--- src/rtl/dac_wave_gen.sv ---
// DAC waveform generator: constant/ramp/triangle/square codes on a valid/ready link.
// Triangle mode is built only with DAC_WAVE_TRI_EN defined; otherwise mode 2 is a ramp.
module dac_wave_gen #(
  parameter int DATA_W = 12,
  parameter int DIV_W  = 16
) (
  input  logic              clk_X4,
  input  logic              rst_n,
  input  logic              enable,
  input  logic [1:0]        mode,
  input  logic [DATA_W-1:0] step,
  input  logic [DIV_W-1:0]  period,
  input  logic              data_ready,
  input  logic              clr_underrun,
  output logic [DATA_W-1:0] data,
  output logic              data_valid,
  output logic              underrun
);

  localparam logic [1:0] M_CONST = 2'd0;
  localparam logic [1:0] M_TRI   = 2'd2;
  localparam logic [1:0] M_SQ    = 2'd3;

  localparam logic [DATA_W-1:0] CODE_MAX = '1;
  localparam logic [DATA_W-1:0] CODE_MIN = '0;

  typedef enum logic [1:0] {
    IDLE = 2'd0,
    RUN  = 2'd1,
    PEND = 2'd2
  } state_e;

  state_e            state_q, state_d;
  logic [DIV_W-1:0]  cnt_q, cnt_d;
  logic [DATA_W-1:0] gen_q, gen_d;
  logic [DATA_W-1:0] data_q, data_d;
  logic              valid_q, valid_d;
  logic              unf_q, unf_d;

  logic              tick;
  logic              xfer;
  logic [DATA_W-1:0] first_code;
  logic [DATA_W-1:0] nxt_code;

`ifdef DAC_WAVE_TRI_EN
  logic              dir_q, dir_d;
  logic [1:0]        mode_q, mode_d;
  logic              dir_eff;
  logic              nxt_dir;
  logic [DATA_W:0]   sum_w;
`endif

  assign tick = (state_q != IDLE) && (cnt_q == period);
  assign xfer = valid_q && data_ready;

  assign first_code = (mode == M_CONST) ? step : CODE_MIN;

  // Next generator code for the current mode, advanced from gen_q.
  always_comb begin
    nxt_code = gen_q + step;
`ifdef DAC_WAVE_TRI_EN
    sum_w   = {1'b0, gen_q} + {1'b0, step};
    dir_eff = (mode_q != mode) ? 1'b0 : dir_q;
    nxt_dir = 1'b0;
`endif
    unique case (1'b1)
      (mode == M_CONST): begin
        nxt_code = step;
      end
      (mode == M_SQ): begin
        nxt_code = (gen_q == CODE_MIN) ? CODE_MAX : CODE_MIN;
      end
`ifdef DAC_WAVE_TRI_EN
      (mode == M_TRI): begin
        nxt_dir = dir_eff;
        if (!dir_eff) begin
          if (sum_w >= {1'b0, CODE_MAX}) begin
            nxt_code = CODE_MAX;
            nxt_dir  = 1'b1;
          end else begin
            nxt_code = sum_w[DATA_W-1:0];
          end
        end else begin
          if (gen_q <= step) begin
            nxt_code = CODE_MIN;
            nxt_dir  = 1'b0;
          end else begin
            nxt_code = gen_q - step;
          end
        end
      end
`endif
      default: begin
        nxt_code = gen_q + step;
      end
    endcase
  end

  // Handshake FSM, sample-interval counter and underrun bookkeeping.
  always_comb begin
    state_d = state_q;
    cnt_d   = cnt_q;
    gen_d   = gen_q;
    data_d  = data_q;
    valid_d = valid_q;
    unf_d   = clr_underrun ? 1'b0 : unf_q;
`ifdef DAC_WAVE_TRI_EN
    dir_d   = dir_q;
    mode_d  = mode_q;
`endif
    if (!enable) begin
      state_d = IDLE;
      cnt_d   = '0;
      gen_d   = '0;
      data_d  = '0;
      valid_d = 1'b0;
`ifdef DAC_WAVE_TRI_EN
      dir_d   = 1'b0;
`endif
    end else begin
      unique case (state_q)
        IDLE: begin
          state_d = PEND;
          cnt_d   = '0;
          gen_d   = first_code;
          data_d  = first_code;
          valid_d = 1'b1;
`ifdef DAC_WAVE_TRI_EN
          dir_d   = 1'b0;
          mode_d  = mode;
`endif
        end
        RUN, PEND: begin
          cnt_d = tick ? '0 : cnt_q + DIV_W'(1);
          if (tick) begin
            gen_d  = nxt_code;
`ifdef DAC_WAVE_TRI_EN
            dir_d  = nxt_dir;
            mode_d = mode;
`endif
          end
          if (tick && ((state_q == RUN) || xfer)) begin
            data_d  = nxt_code;
            valid_d = 1'b1;
            state_d = PEND;
          end else if (tick) begin
            // Sample dropped: the held code stays, generator moves on.
            unf_d = 1'b1;
          end else if (xfer) begin
            valid_d = 1'b0;
            state_d = RUN;
          end
        end
        default: begin
          state_d = IDLE;
        end
      endcase
    end
  end

  // State registers, all on the falling edge of clk_X4.
  always_ff @(negedge clk_X4 or negedge rst_n) begin
    if (!rst_n) begin
      state_q <= IDLE;
      cnt_q   <= '0;
      gen_q   <= '0;
      data_q  <= '0;
      valid_q <= 1'b0;
      unf_q   <= 1'b0;
    end else begin
      state_q <= state_d;
      cnt_q   <= cnt_d;
      gen_q   <= gen_d;
      data_q  <= data_d;
      valid_q <= valid_d;
      unf_q   <= unf_d;
    end
  end

`ifdef DAC_WAVE_TRI_EN
  // Triangle direction and the mode last applied at a tick.
  always_ff @(negedge clk_X4 or negedge rst_n) begin
    if (!rst_n) begin
      dir_q  <= 1'b0;
      mode_q <= 2'd0;
    end else begin
      dir_q  <= dir_d;
      mode_q <= mode_d;
    end
  end
`endif

  assign data       = data_q;
  assign data_valid = valid_q;
  assign underrun   = unf_q;

endmodule

--- config.mk ---
export PLATFORM = sky130hd
export DESIGN_NAME = dac_wave_gen
export DESIGN_NICKNAME = d
export VERILOG_FILES = /design/src/rtl/dac_wave_gen.sv
export SDC_FILE = /design/constraint.sdc
export NUM_CORES = 1
export LEC_CHECK = 0
export CAP_MARGIN = 5
export CORE_MARGIN = 2
export CORE_UTILIZATION = 50
export CTS_BUF_LIST = sky130_fd_sc_hd__clkbuf_4 sky130_fd_sc_hd__clkbuf_8
export DETAILED_ROUTE_END_ITERATION = 7
export PLACE_DENSITY_LB_ADDON = 0.08
export SLEW_MARGIN = 20
export SYNTH_ARGS = -nofsm -noshare
export SYNTH_HDL_FRONTEND = slang
export SYNTH_SLANG_ARGS = --single-unit
--- constraint.sdc ---
create_clock -name clk_X4 -period 4.1 [get_ports clk_X4]
set_clock_uncertainty 0.15 [all_clocks]
set_input_delay 1.23 -clock clk_X4 [delete_from_list [all_inputs] [get_ports clk_X4]]
set_output_delay 1.23 -clock clk_X4 [all_outputs]
set_load 0.02 [all_outputs]
; Word level (Yosys, flattened, before mapping)
; Cells that the tools add are included.
[word_totals]
inputBits = 35
ff_bits = 44
[classes]
n_reduce_logical = 13
addsub = 2
muxes = 27
eq_ne = 9
[ops]
columns = operator, count
row1 = 12-bit two-way mux, 6
row2 = 12-bit case mux with 2 select lines, 3
row3 = 16-bit two-way mux, 2
row4 = 16-bit case mux with 2 select lines, 1
row5 = "16-bit by 1-bit adder with 16-bit output, second input constant", 1
row6 = 16-bit equality test, 1
row7 = 12-bit adder, 1
row8 = 12-bit logical NOT, 1
row9 = 1-bit two-way mux, 9
row10 = 2-bit two-way mux, 4
row11 = "4-bit != test, second input constant", 2
row12 = "3-bit != test, second input constant", 2
row13 = 2-bit AND reduction, 3
row14 = "2-bit equality test, second input constant", 2
row15 = 2-bit logical NOT, 2
row16 = 2-bit case mux with 2 select lines, 1
row17 = 1-bit logical AND, 3
row18 = "3-bit by 1-bit != test with 1-bit output, second input constant", 1
row19 = 3-bit AND reduction, 1
row20 = "2-bit by 1-bit equality test with 1-bit output, second input constant", 1
row21 = 1-bit case mux with 2 select lines, 1
row22 = 2-bit nonzero test, 1
row23 = 2-bit OR reduction, 1
row24 = 1-bit logical OR, 1

; Longest topological paths before layout
; Gate-level depths: netlist (run 1).
[logic_depth]
depth_word = 6
mapped_depth = 9

==> impl_metrics.tcl, run 1 <==
set metrics [dict create \
    track_usage 0.3388 \
    io_pins 49 \
    drtPass1Iterations 4 \
    synthesis.nets 431 \
    p_leak_nw 2.494 \
    h-tree-depth 2 \
    fin_area_mm2 0.005543 \
    synth_ff_type "dfrtn_1" \
    final_layout_size_suffix_gt1_frac 0.4784 \
    io_buffer_count 48 \
    cts_root_buffer "clkbuf_8" \
    placed_area_mm2 0.004437 \
    clockBufferDepth 2 \
    drv_slew 0 \
    hold_buffers 0 \
    dp_hpwl_um 7302 \
    synth-edff-count 0 \
    n_antenna_cell 0 \
    crit_type "input port to flop" \
    dp_slack_ps -1762 \
    start_util 0.5182 \
    yosysWarnings 0 \
    syn_to_final_growth_pct 67.49 \
    cp.required_ps 2060 \
    tns_ps -34970 \
    syn_area_mm2 0.003309 \
    route.detailed.drc 0 \
    clock_latency_ps 310 \
    synth.distinct_cells 55 \
    setup_ws_ps -936.6 \
    die_h_um 85.36 \
    multi_input_area_mm2 0.002834 \
    gp_congestion 0.9361 \
    final_hold_viol_count 0 \
    dp.cells 551 \
    critPathMaxStageDelay_ps 390 \
    worstPathMaxFanout 2 \
    syn-mean-instance-area_um2 8.755 \
    hold_class "flop to flop" \
    clk_pin_slew_ps 60 \
    fin_nets 563 \
    start_kind "input port" \
    totalWireLength_um 13470 \
    cts.sinks 44 \
    cts_buffers 5 \
    ys_top_cells_by_area "dfrtn_1 33%, mux2_2 6.5%, ha_1 6.4%, nand2_1 5.9%, xor2_1 5.0%" \
    core_mm2 0.006386 \
    rsz0062_at_grt "yes" \
    status "complete, but fails checks" \
    setup_viol 58 \
    mostFrequentLayoutCell "buf_4" \
    rows 29 \
    finalNonFillerCells 587 \
    worstMarginPinSlew_ps 631.0 \
    ir_drop_mv 0.3054 \
    cts_tree "yes" \
    final_cell_mix "61 x buf_4, 46 x nand2_1, 44 x dfrtn_1, 44 x buf_6, 19 x mux2_4" \
    async_reset_ff_frac 1.000 \
    post_drt_wl_per_cell_um 22.95 \
    powerDensity_mw_per_mm2 415.2 \
    ys_seq_elements 44 \
    die_w_um 85.36 \
    yosysTopAreaCellShare 0.3327 \
    drv_cap 0 \
    num_vias 3882 \
    grt_max_degree 45 \
    fin_total_pwr_mw 2.301 \
    overflow 0 \
    grt_pass1_vias 3772 \
    seq_area_mm2 0.001101 \
    path_cells "buf_8 > buf_6 > fa_2 > a21o_1 > a31o_4 > a2111oi_4 > nor3b_2 > mux2_4" \
    failed_checks "setup timing" \
    grt_pass1_wl_um 19330 \
    drtIter0Drc 279 \
    synth_largest_area_cell "dfrtn_1" \
    max_slew_margin 0.5755 \
    antenna_found_initial 0 \
    cp_slowest_cell "fa_2" \
    ys_seq_area_frac 0.3327 \
    drtAntennaViolNets 0 \
    viasPerCell 6.613 \
    n_fill_cell 315 \
    die_area_mm2 0.007285 \
    crit_path_end_kind "flop" \
    syn_inst 378 \
    critPathArrivalTime_ps 3000 \
]
cell usage after synthesis (3+ instances only):
cell and number:
a211oi_1 3, a21o_1 4, a21oi_1 17, a221oi_1 4
and2_1 3, and3_1 10, and3b_1 3, clkbuf_1 16
dfrtn_1 44, ha_1 17, inv_1 11, mux2_2 19
nand2_1 52, nand3_1 13, nand4_1 4, nor2_1 10
nor2b_1 5, nor3_1 15, nor3b_1 5, nor4_1 7
o211a_1 3, o211ai_1 5, o21ai_0 23, o22ai_1 10
o311ai_0 4, o31ai_1 6, or3_1 4, or4_1 4
xnor2_1 3, xor2_1 19
layout make-up:
| type | instances | area share |
|---|---|---|
| Clock inverter | 2 | 0.002257 |
| Timing Repair Buffer | 142 | 0.2506 |
| Sequential cell | 44 | 0.1986 |
| Inverter | 11 | 0.007449 |
| Multi-Input combinational cell | 306 | 0.5113 |
| Tap cell | 77 | 0.01738 |
| Clock buffer | 5 | 0.01242 |
kinds of logic (layout without fill, tap and decap cells):
family          count (synthesis)  count (layout)  synth area share
compound gates                 99              99            0.2053
xor+xnor                       22              22           0.05822
fa+ha+maj                      18              18           0.07032
buf+inv                        28             160           0.03214
flops                          44              44            0.3327
mux                            21              21           0.07070
simple gates                  146             146            0.2306
report_power, final:
| group | total [mW] | leakage [nW] | switching [mW] | internal (mW) |
|---|---|---|---|---|
| Clock | 0.286 | 0.0400 | 0.171 | 0.116 |
| Combinational | 1.40 | 1.85 | 0.699 | 0.698 |
| Sequential | 0.619 | 0.599 | 0.102 | 0.517 |
| Total | 2.30 | 2.49 | 0.971 | 1.33 |
critical path: cells and delay by family:
family / cells / cell delay (ps)
simple gates: 1 / 120
buf+inv: 2 / 210
fa+ha+maj: 1 / 390
mux: 1 / 280
compound gates: 3 / 770
worst paths after layout:
kind	start	endpoint	slack, ps	cells past startpoint
max	step[1]	gen_q[6]	-940	8
min	cnt_q[0]	cnt_q[0]	340	1
max reg2reg	state_q[0]	gen_q[5]	1380	7
min reg2reg	cnt_q[0]	cnt_q[0]	340	1
max in group asynchronous	rst_n	data[5]	870	2
min in group asynchronous	rst_n	cnt_q[2]	2680	2
layer usage:
layer,track usage,part of all wire,vias to the layer above,wire length (um)
met5,0,0,-,0
met4,0.1342,0.059,0,799
met3,0.05156,0.075,88,1013
met2,0.5952,0.50,252,6733
met1,0.4156,0.37,1864,4926
li1,-,-,1678,-
state kept, by name, indices dropped and copies added, names as in the netlist:
| signal | flops |
|---|---|
| cnt_q | 16 |
| data | 12 |
| data_valid | 1 |
| gen_q | 12 |
| state_q | 2 |
| underrun | 1 |
metrics by stage:
step | hold WS [ps] | util
finish | 339.2 | 0.8679
global route | 351.2 | 0.8679
CTS | 336.4 | 0.8252
detailed placement | 312.0 | 0.6947
global placement | 303.3 | 0.6947
floorplan | 287.9 | -
what timing repair did:
item / in CTS / in global routing
cloned: 2 / 1
resized for setup: 278 / 57
pin swaps: 61 / 34
buffers inserted: 21 / 14
setup endpoints to repair: 58 / 58
hold endpoints to repair: 0 / 0
Power figures use the tool's default switching activity.
==> run 2, diff against run 1 <==
- PLACE_DENSITY: not set -> 0.75
- PLACE_DENSITY_LB_ADDON: 0.08 -> not set
- RECOVER_POWER: not set -> 25
==> run 2 against run 1 <==
The flow still finishes with violations (setup timing). Highest routed layer unchanged. Non-clock buffer count is 8 higher. Die area stayed put. Sequential share of layout area is 0.43 points lower.
==> impl_metrics.tcl, run 2 (synthesis gave the netlist of run 1 again) <==
set metrics [dict create \
    setup_viol 58 \
    fin_total_pwr_mw 2.490 \
    drtPass1Iterations 6 \
    drtAntennaViolNets 0 \
    h-tree-depth 2 \
    start_util 0.5182 \
    io_buffer_count 48 \
    fin_nets 571 \
    status "complete, but fails checks" \
    overflow 0 \
    grtUsageMet2 0.6690 \
    r2r_start "state_q[0]" \
    r2r_end "data[0]" \
    largest_reg_flops 16 \
    final_cell_mix "71 x buf_4, 47 x nand2_1, 44 x dfrtn_1" \
    worstMarginPinSlew_ps 648.8 \
    clockBufferDepth 2 \
    p_leak_nw 2.530 \
    n_antenna_cell 0 \
    min-delay-start "underrun" \
    dp.cells 554 \
    track_usage 0.3758 \
    grt_max_degree 45 \
    cp.required_ps 2050 \
    grt_pass1_vias 4186 \
    cts.sinks 44 \
    hold_class "flop to flop" \
    drv_slew 0 \
    powerDensity_mw_per_mm2 439.5 \
    final_hold_viol_count 0 \
    syn_to_final_growth_pct 71.15 \
    finalNonFillerCells 595 \
    cts_root_buffer "clkbuf_8" \
    max_slew_margin 0.5675 \
    n_fill_cell 285 \
    hold_buffers 0 \
    holdPathStages 2 \
    reg2reg_slack_ps 1250 \
    crit_type "input port to flop" \
    mostFrequentLayoutCell "buf_4" \
    die_w_um 85.36 \
    totalWireLength_um 14830 \
    rows 29 \
    setup_ws_ps -933.6 \
    post_drt_wl_per_cell_um 24.93 \
    ir_drop_mv 0.2905 \
    placed_area_mm2 0.004472 \
    post-route-util 0.8870 \
    num_vias 4109 \
    dp_slack_ps -1696 \
    rsz0062_at_grt "yes" \
    final_layout_size_suffix_gt1_frac 0.4903 \
    core_mm2 0.006386 \
    die_area_mm2 0.007285 \
    cts_tree "yes" \
    critPathArrivalTime_ps 2980 \
    die_h_um 85.36 \
    gr-usage-met1 0.4294 \
    clock_latency_ps 300 \
    drv_cap 0 \
    fin_area_mm2 0.005664 \
    busiest_layer "met2" \
    start_kind "input port" \
    dp_hpwl_um 7415 \
    worstPathMaxFanout 5 \
    cts_buffers 5 \
    met3_usage 0.06615 \
    drtIter0Drc 412 \
    route.detailed.drc 0 \
    hold_end "underrun" \
    r2r.worst_path.cells 8 \
    crit_path_end_kind "flop" \
    io_pins 49 \
    largest-register "cnt_q" \
    gp_congestion 0.9355 \
    antenna_found_initial 0 \
    viasPerCell 6.906 \
    failed_checks "setup timing" \
    clk_pin_slew_ps 60 \
    grt_pass1_wl_um 21360 \
]
-- run 2: routing by layer --
| metal | vias to the layer above | routed length, um |
|---|---|---|
| met5 | - | 0 |
| met4 | 0 | 1064 |
| met3 | 114 | 1344 |
| met2 | 348 | 7343 |
| met1 | 1951 | 5081 |
| li1 | 1696 | - |
-- run 2: worst max path at each step --
stage               end  cells after the start  startpoint
2_1_floorplan  gen_q[6]                      7     step[0]
3_3_place_gp    data[6]                      8     step[0]
3_5_place_dp   gen_q[6]                      8     step[0]
4_1_cts        gen_q[6]                      8     step[0]
5_1_grt         data[9]                     10   period[4]
6_report        data[0]                      9   period[0]
-- run 2: area by class of cell --
type                            instances  area [um2]  share of cell area
Inverter                               11       41.29            0.007290
Clock inverter                          2       60.06             0.01060
Sequential cell                        44        1101              0.1944
Multi-Input combinational cell        306        2855              0.5041
Timing Repair Buffer                  150        1441              0.2545
Clock buffer                            5       68.82             0.01215
Tap cell                               77       96.34             0.01701
-- run 2: repair_timing --
action / in CTS / in global routing
gates resized for setup: 286 / 51
setup buffers: 23 / 14
endpoints found under the setup margin: 58 / 58
gates cloned: 3 / 0
pin swaps: 54 / 38
-- run 2: power breakdown --
group	leakage [nW]	internal (mW)	switching [mW]
logic	1.87	0.737	0.734
clock network	0.0642	0.240	0.155
registers	0.599	0.517	0.107
-- run 2: critical path, cell delays in order --
cell and delay (ps):
buf_8 100, xor2_4 160, nor4_4 340, nand3_2 130
buf_6 150, o31ai_4 260, buf_12 160, buf_8 140
mux2_4 310
-- run 2: metrics by stage --
stage / TNS [ps] / hold WS [ps]
after floorplan: -36160 / 287.9
after global placement: -66060 / 303.1
after detailed placement: -66530 / 310.1
after CTS: -34950 / 349.3
after global routing: -40190 / 384.0
final: -38150 / 353.8
